**src/rtl/gcn_result_collector.sv**
```systemverilog
`default_nettype none
// ============================================================================
// Module   : gcn_result_collector
// Brief    : Captures a GCN result frame into two column banks with optional
//            ReLU, tracks per-column max/argmax, offers a registered read port.
// Revision : 1.0 - initial release
// ============================================================================
module gcn_result_collector #(
    parameter int DATA_BITS = 16,
    parameter int NUM_ROWS  = 100,
    parameter int ROW_BITS  = 7,
    parameter bit RELU_EN   = 1'b1
) (
    input  logic                 clk,
    input  logic                 rst,
    input  logic                 i_start,
    input  logic                 i_valid,
    input  logic [DATA_BITS-1:0] i_data,
    input  logic                 i_rd_en,
    input  logic                 i_rd_sel,
    input  logic [ROW_BITS-1:0]  i_rd_addr,
    output logic [DATA_BITS-1:0] o_rd_data,
    output logic                 o_rd_valid,
    output logic [7:0]           o_col_idx_1,
    output logic [7:0]           o_col_idx_2,
    output logic [DATA_BITS-1:0] o_max_1,
    output logic [DATA_BITS-1:0] o_max_2,
    output logic [ROW_BITS-1:0]  o_argmax_1,
    output logic [ROW_BITS-1:0]  o_argmax_2,
    output logic                 o_busy,
    output logic                 o_done,
    output logic                 o_err
);

    localparam int                   WORD_BITS   = ROW_BITS + 1;
    localparam logic [WORD_BITS-1:0] c_LAST_WORD = WORD_BITS'(2 * NUM_ROWS - 1);
    localparam logic [ROW_BITS:0]    c_NUM_ROWS  = (ROW_BITS + 1)'(NUM_ROWS);
    localparam logic [DATA_BITS-1:0] c_MAX_INIT  = RELU_EN ? {DATA_BITS{1'b0}}
                                                           : {1'b1, {(DATA_BITS-1){1'b0}}};

    typedef enum logic [1:0] {
        S_IDLE   = 2'd0,
        S_HEADER = 2'd1,
        S_DATA   = 2'd2,
        S_DONE   = 2'd3
    } state_t;

    state_t                 r_state_q,   w_state_d;
    logic [WORD_BITS-1:0]   r_word_q,    w_word_d;
    logic [7:0]             r_col1_q,    w_col1_d;
    logic [7:0]             r_col2_q,    w_col2_d;
    logic [DATA_BITS-1:0]   r_max1_q,    w_max1_d;
    logic [DATA_BITS-1:0]   r_max2_q,    w_max2_d;
    logic [ROW_BITS-1:0]    r_argmax1_q, w_argmax1_d;
    logic [ROW_BITS-1:0]    r_argmax2_q, w_argmax2_d;
    logic                   r_err_q,     w_err_d;
    logic [DATA_BITS-1:0]   r_rd_data_q;
    logic                   r_rd_valid_q;

    logic [DATA_BITS-1:0]   r_bank1_q [NUM_ROWS];
    logic [DATA_BITS-1:0]   r_bank2_q [NUM_ROWS];

    logic                   w_wr_en;
    logic                   w_wr_bank2;
    logic [ROW_BITS-1:0]    w_wr_row;
    logic [DATA_BITS-1:0]   w_val;

    always_comb begin
        w_state_d   = r_state_q;
        w_word_d    = r_word_q;
        w_col1_d    = r_col1_q;
        w_col2_d    = r_col2_q;
        w_max1_d    = r_max1_q;
        w_max2_d    = r_max2_q;
        w_argmax1_d = r_argmax1_q;
        w_argmax2_d = r_argmax2_q;
        w_err_d     = r_err_q;
        w_wr_en     = 1'b0;
        // Even words feed bank 1, odd words bank 2, both for row word/2.
        w_wr_bank2  = r_word_q[0];
        w_wr_row    = r_word_q[WORD_BITS-1:1];
        w_val       = (RELU_EN && i_data[DATA_BITS-1]) ? {DATA_BITS{1'b0}} : i_data;

        if (i_start) begin
            w_err_d = 1'b0;
        end

        case (r_state_q)
            S_IDLE: begin
                if (i_valid) begin
                    w_err_d = 1'b1;
                end
                if (i_start) begin
                    w_state_d = S_HEADER;
                    w_word_d  = '0;
                end
            end
            S_HEADER: begin
                if (i_start) begin
                    w_err_d  = 1'b1;
                    w_word_d = '0;
                end else if (i_valid) begin
                    w_col1_d    = i_data[7:0];
                    w_col2_d    = i_data[15:8];
                    w_max1_d    = c_MAX_INIT;
                    w_max2_d    = c_MAX_INIT;
                    w_argmax1_d = '0;
                    w_argmax2_d = '0;
                    w_word_d    = '0;
                    w_state_d   = S_DATA;
                end
            end
            S_DATA: begin
                if (i_start) begin
                    w_err_d   = 1'b1;
                    w_word_d  = '0;
                    w_state_d = S_HEADER;
                end else if (i_valid) begin
                    w_wr_en = 1'b1;
                    // Strict compare so an equal value keeps the earlier row.
                    if (!w_wr_bank2) begin
                        if ($signed(w_val) > $signed(r_max1_q)) begin
                            w_max1_d    = w_val;
                            w_argmax1_d = w_wr_row;
                        end
                    end else begin
                        if ($signed(w_val) > $signed(r_max2_q)) begin
                            w_max2_d    = w_val;
                            w_argmax2_d = w_wr_row;
                        end
                    end
                    if (r_word_q == c_LAST_WORD) begin
                        w_word_d  = '0;
                        w_state_d = S_DONE;
                    end else begin
                        w_word_d = r_word_q + 1'b1;
                    end
                end
            end
            S_DONE: begin
                if (i_valid) begin
                    w_err_d = 1'b1;
                end
                w_word_d  = '0;
                w_state_d = i_start ? S_HEADER : S_IDLE;
            end
            default: begin
                w_state_d = S_IDLE;
                w_word_d  = '0;
            end
        endcase
    end

    always_ff @(posedge clk) begin
        if (rst) begin
            r_state_q   <= S_IDLE;
            r_word_q    <= '0;
            r_col1_q    <= '0;
            r_col2_q    <= '0;
            r_max1_q    <= '0;
            r_max2_q    <= '0;
            r_argmax1_q <= '0;
            r_argmax2_q <= '0;
            r_err_q     <= 1'b0;
        end else begin
            r_state_q   <= w_state_d;
            r_word_q    <= w_word_d;
            r_col1_q    <= w_col1_d;
            r_col2_q    <= w_col2_d;
            r_max1_q    <= w_max1_d;
            r_max2_q    <= w_max2_d;
            r_argmax1_q <= w_argmax1_d;
            r_argmax2_q <= w_argmax2_d;
            r_err_q     <= w_err_d;
        end
    end

    // Bank storage intentionally survives reset.
    always_ff @(posedge clk) begin
        if (w_wr_en) begin
            if (w_wr_bank2) begin
                r_bank2_q[w_wr_row] <= w_val;
            end else begin
                r_bank1_q[w_wr_row] <= w_val;
            end
        end
    end

    always_ff @(posedge clk) begin
        if (rst) begin
            r_rd_valid_q <= 1'b0;
            r_rd_data_q  <= '0;
        end else begin
            r_rd_valid_q <= i_rd_en;
            if (i_rd_en) begin
                if ({1'b0, i_rd_addr} < c_NUM_ROWS) begin
                    r_rd_data_q <= i_rd_sel ? r_bank2_q[i_rd_addr] : r_bank1_q[i_rd_addr];
                end else begin
                    r_rd_data_q <= '0;
                end
            end
        end
    end

    assign o_rd_data   = r_rd_data_q;
    assign o_rd_valid  = r_rd_valid_q;
    assign o_col_idx_1 = r_col1_q;
    assign o_col_idx_2 = r_col2_q;
    assign o_max_1     = r_max1_q;
    assign o_max_2     = r_max2_q;
    assign o_argmax_1  = r_argmax1_q;
    assign o_argmax_2  = r_argmax2_q;
    assign o_busy      = (r_state_q == S_HEADER) || (r_state_q == S_DATA);
    assign o_done      = (r_state_q == S_DONE);
    assign o_err       = r_err_q;

endmodule
`default_nettype wire

```
**config.mk**
```make
export PLATFORM = sky130hd
export DESIGN_NAME = gcn_result_collector
export DESIGN_NICKNAME = d
export VERILOG_FILES = /design/src/rtl/gcn_result_collector.sv
export SDC_FILE = /design/constraint.sdc
export NUM_CORES = 2
export LEC_CHECK = 0
export CELL_PAD_IN_SITES_DETAIL_PLACEMENT = 0
export CELL_PAD_IN_SITES_GLOBAL_PLACEMENT = 1
export CORE_ASPECT_RATIO = 1.1
export CORE_MARGIN = 2
export CORE_UTILIZATION = 50
export CTS_CLUSTER_DIAMETER = 150
export DETAILED_ROUTE_END_ITERATION = 8
export GPL_ROUTABILITY_DRIVEN = 0
export GPL_TIMING_DRIVEN = 1
export PLACE_DENSITY = 0.83
export SETUP_SLACK_MARGIN = 0.3
export SLEW_MARGIN = 25
export SYNTH_ARGS = -nofsm -noshare
export SYNTH_HDL_FRONTEND = slang
export SYNTH_SLANG_ARGS = --single-unit
```
**constraint.sdc**
```tcl
create_clock -name clk -period 9.5 [get_ports clk]
set_clock_uncertainty 0.2 [all_clocks]
set_input_delay 1.9 -clock clk [delete_from_list [all_inputs] [get_ports clk]]
set_output_delay 1.9 -clock clk [all_outputs]
set_load 0.05 [all_outputs]
```
==> flow_summary.yaml <==
run_status:
  status: "complete, no violations"
sta:
  worstMarginPinSlew_ns: 1.212
  fin_crit_sh_pct: 58.94
  whs_ns: 0.2539
  hold_viol: 0
  maxSlewViolCount: 0
  rsz0062_at_grt: "no"
  slew_headroom_pct: 19.21
  clock.fmax_mhz: 178.6
  min_period_ns: 5.599
  setup_viol: 0
  finalSetupTns_ns: 0
layout:
  num-fill-cells: 16909
  final_nets: 6240
  final_cells: 9539
  drive_gt1_share_pct: 23.57
  area_delta_synth_final_pct: 13.00
die:
  start_util_pct: 50.37
  dieArea_sq_um: 244700
  io_pins: 111
  coreArea_sq_um: 239000
  fp.dieH_um: 518.6
  fp.dieW_um: 471.9
  fp-row-count: 188
synthesis:
  yosysWarningCount: 0
  syn_area_per_cell_sq_um: 20.92
  ys.flop_type: "edfxtp_1"
  synth-edff-count: 3000
  syn_inst: 5754
  async_reset_ff_share_pct: 0
  seq_area_frac_synth_pct: 76.28
  yosys_register_bits: 3087
  synth_top_area_share_pct: 74.83
  synth_area_leaders: "edfxtp_1 75%, mux4_2 12%, mux2i_1 2.5%"
  yosysUniqueCellTypes: 87
  syn-cell-area_sq_um: 120400
  yosysTopAreaCell: "edfxtp_1"
detailed_routing:
  via_per_inst: 6.619
  drc_errors: 0
  wire_per_inst_um: 34.68
  drt-initial-drc-count: 9982
  drt_wl_total_um: 330800
  dr.pass1.iters: 5
  vias: 63138
  antenna_left: 0
setup_path:
  cp.arrival_ns: 6.16
  crit_path_start_kind: "primary input"
  critical_path_class: "in -> reg"
  path_cells: "buf_8, buf_12, buf_4, mux4_2, mux4_2, inv_1, a221oi_1, nor4_1, a221oi_1"
  endpoint_kind: "flip-flop"
  crit_path_top_delay_cell: "nor4_1"
  path_max_fanout: 112
  cp_top_family: "buffers and inverters"
  critPathBufInv: 4
  slowest_delay_ns: 0.95
  required_ns: 10.06
clocking:
  post_cts_buffers: 0
  cts_tree: "built"
  cts_max_level: 5
  post_cts_resized: 0
  clk_latency_ns: 0.97
  root_buffer: "clkbuf_16"
  clk_pin_slew_worst_paths_ns: 0.06
  cts_made_buffers: 311
  ctsLongestPathBuffers: 4
  cts.sinks: 3087
  cts_hold_buf: 0
placement:
  dp_hpwl_um: 190900
  port_buffers: 107
  numPlacedInstances: 9000
global_routing:
  grt-ovfl-total: 0
  grt_pass1_wl_um: 466500
  grt_max_degree: 203
  grt_pass1_vias: 62601
  antenna_found_initial: 15
  grt_usage_pct: 26.79
hold_path:
  hp-class: "reg -> reg"
power:
  powerDensity_nw_per_um2: 209.7
  p_leak_uw: 0.04001
  peakVddDrop_mv: 0.1528
flow_run:
  drv_cap: 0
[cells in the final DEF (no fill, tap or decap), types with 30 or more instances in the layout]
| master | synthesis | routed |
|---|---|---|
| a211oi_1 | 38 | 34 |
| a21oi_1 | 89 | 88 |
| a221oi_1 | 43 | 43 |
| a22oi_1 | 40 | 40 |
| buf_4 | 37 | 317 |
| bufinv_16 | 0 | 32 |
| clkbuf_1 | 108 | 44 |
| clkbuf_16 | 0 | 319 |
| clkdlybuf4s50_1 | 0 | 100 |
| clkinv_1 | 1 | 55 |
| clkinv_2 | 0 | 57 |
| dfxtp_1 | 87 | 87 |
| edfxtp_1 | 3000 | 3000 |
| inv_1 | 40 | 36 |
| mux2i_1 | 297 | 297 |
| mux4_1 | 39 | 39 |
| mux4_2 | 652 | 652 |
| nand2_1 | 258 | 257 |
| nand3_1 | 31 | 30 |
| nor2_1 | 314 | 307 |
| o21ai_0 | 51 | 51 |
| o221ai_1 | 44 | 44 |
| o22ai_1 | 68 | 68 |
[routing by layer]
| layer | GRT usage, % | share of wire [%] | up-vias |
|---|---|---|---|
| met4 | 14.50 | 6.0 | 8 |
| li1 | - | - | 24752 |
| met2 | 41.28 | 47 | 4794 |
| met3 | 6.637 | 12 | 864 |
| met1 | 35.36 | 35 | 32720 |
| met5 | 0 | 0.024 | - |
[stage by stage]
stage | total power [uW] | utilization (%) | setup slack [ns] | area [sq um]
3_3_place_gp | 16730 | 52.69 | 3.223 | 125900
3_5_place_dp | 16770 | 52.75 | 3.280 | 126100
4_1_cts | 28600 | 56.85 | 4.259 | 135900
2_1_floorplan | 16200 | - | 1.791 | 120400
6_report | 28530 | 56.93 | 3.901 | 136000
5_1_grt | 29160 | 56.92 | 3.979 | 136000
[kinds of logic (layout without fill, tap and decap cells)]
logic type / count (synthesis) / after routing / share of synthesized area [%]
mux: 995 / 995 / 15.58
flops: 3087 / 3087 / 76.28
fa+ha+maj: 30 / 30 / 0.3076
simple gates: 728 / 728 / 2.570
other cells: 1 / 8 / 0.003115
buf+inv: 381 / 1024 / 2.085
compound gates: 522 / 522 / 3.103
xor+xnor: 10 / 10 / 0.07275
[where the power goes]
group          switching, uW  leakage (uW)  internal [uW]  total, uW
Sequential              35.2        0.0246          14900      15000
Clock                   5010       0.00482           7010      12000
Combinational           1060        0.0106            479       1540
Total                   6100        0.0400          22400      28500
[state kept, by name, summed over array words and instances, names as in the netlist]
register	flops
o_argmax_1	7
o_argmax_2	7
o_col_idx_1	8
o_col_idx_2	8
o_err	1
o_max_1	15
o_max_2	15
o_rd_data	15
o_rd_valid	1
r_bank1_q	1500
r_bank2_q	1500
r_state_q	2
r_word_q	8
[layout make-up]
class,count,area [sq um],share of cell area (%)
clock buffers,367,8203,6.029
multi-input cells,2288,26280,19.32
diodes,5,12.51,0.009197
clock inverters,162,1602,1.177
flip-flops and latches,3087,91830,67.50
well taps,3135,3923,2.883
repair buffers,453,4019,2.954
inverters,42,180.2,0.1324
[path summary, 6_finish.rpt]
| check | depth (start not counted) | slack, ns | from | end |
|---|---|---|---|---|
| worst max-delay path | 9 | 3.90 | i_rd_addr[1] | o_rd_data[4] |
| worst min-delay path | 2 | 0.25 | o_col_idx_1[4] | o_col_idx_1[4] |
| worst max register to register | 8 | 5.25 | r_state_q[0] | r_bank1_q[39][4] |
| worst min register to register | 2 | 0.25 | o_col_idx_1[4] | o_col_idx_1[4] |
[cells in the mapped netlist (15+ instances only)]
library cell,instances
nor2b_1,30
a211oi_1,38
buf_12,19
nand3_1,31
nand2_1,258
mux4_2,652
o22ai_1,68
mux2i_1,297
a22oi_1,40
a31oi_1,18
nor3_1,20
a21oi_1,89
nor2_1,314
clkbuf_8,15
ha_1,28
buf_6,39
buf_2,106
a22o_1,21
inv_1,40
o221ai_1,44
o21ai_0,51
mux4_1,39
a221oi_1,43
buf_4,37
clkbuf_1,108
dfxtp_1,87
edfxtp_1,3000
[worst register-to-register path, stage by stage (launching register included)]
cell and delay [ns]:
dfxtp_1 0.35, inv_1 0.14, ha_1 0.19, clkinv_1 0.39
nor4_1 1.00, nand3_1 0.16, buf_4 0.31, nor2_1 0.87
buf_4 0.34
(Power assumes the default switching activity.)
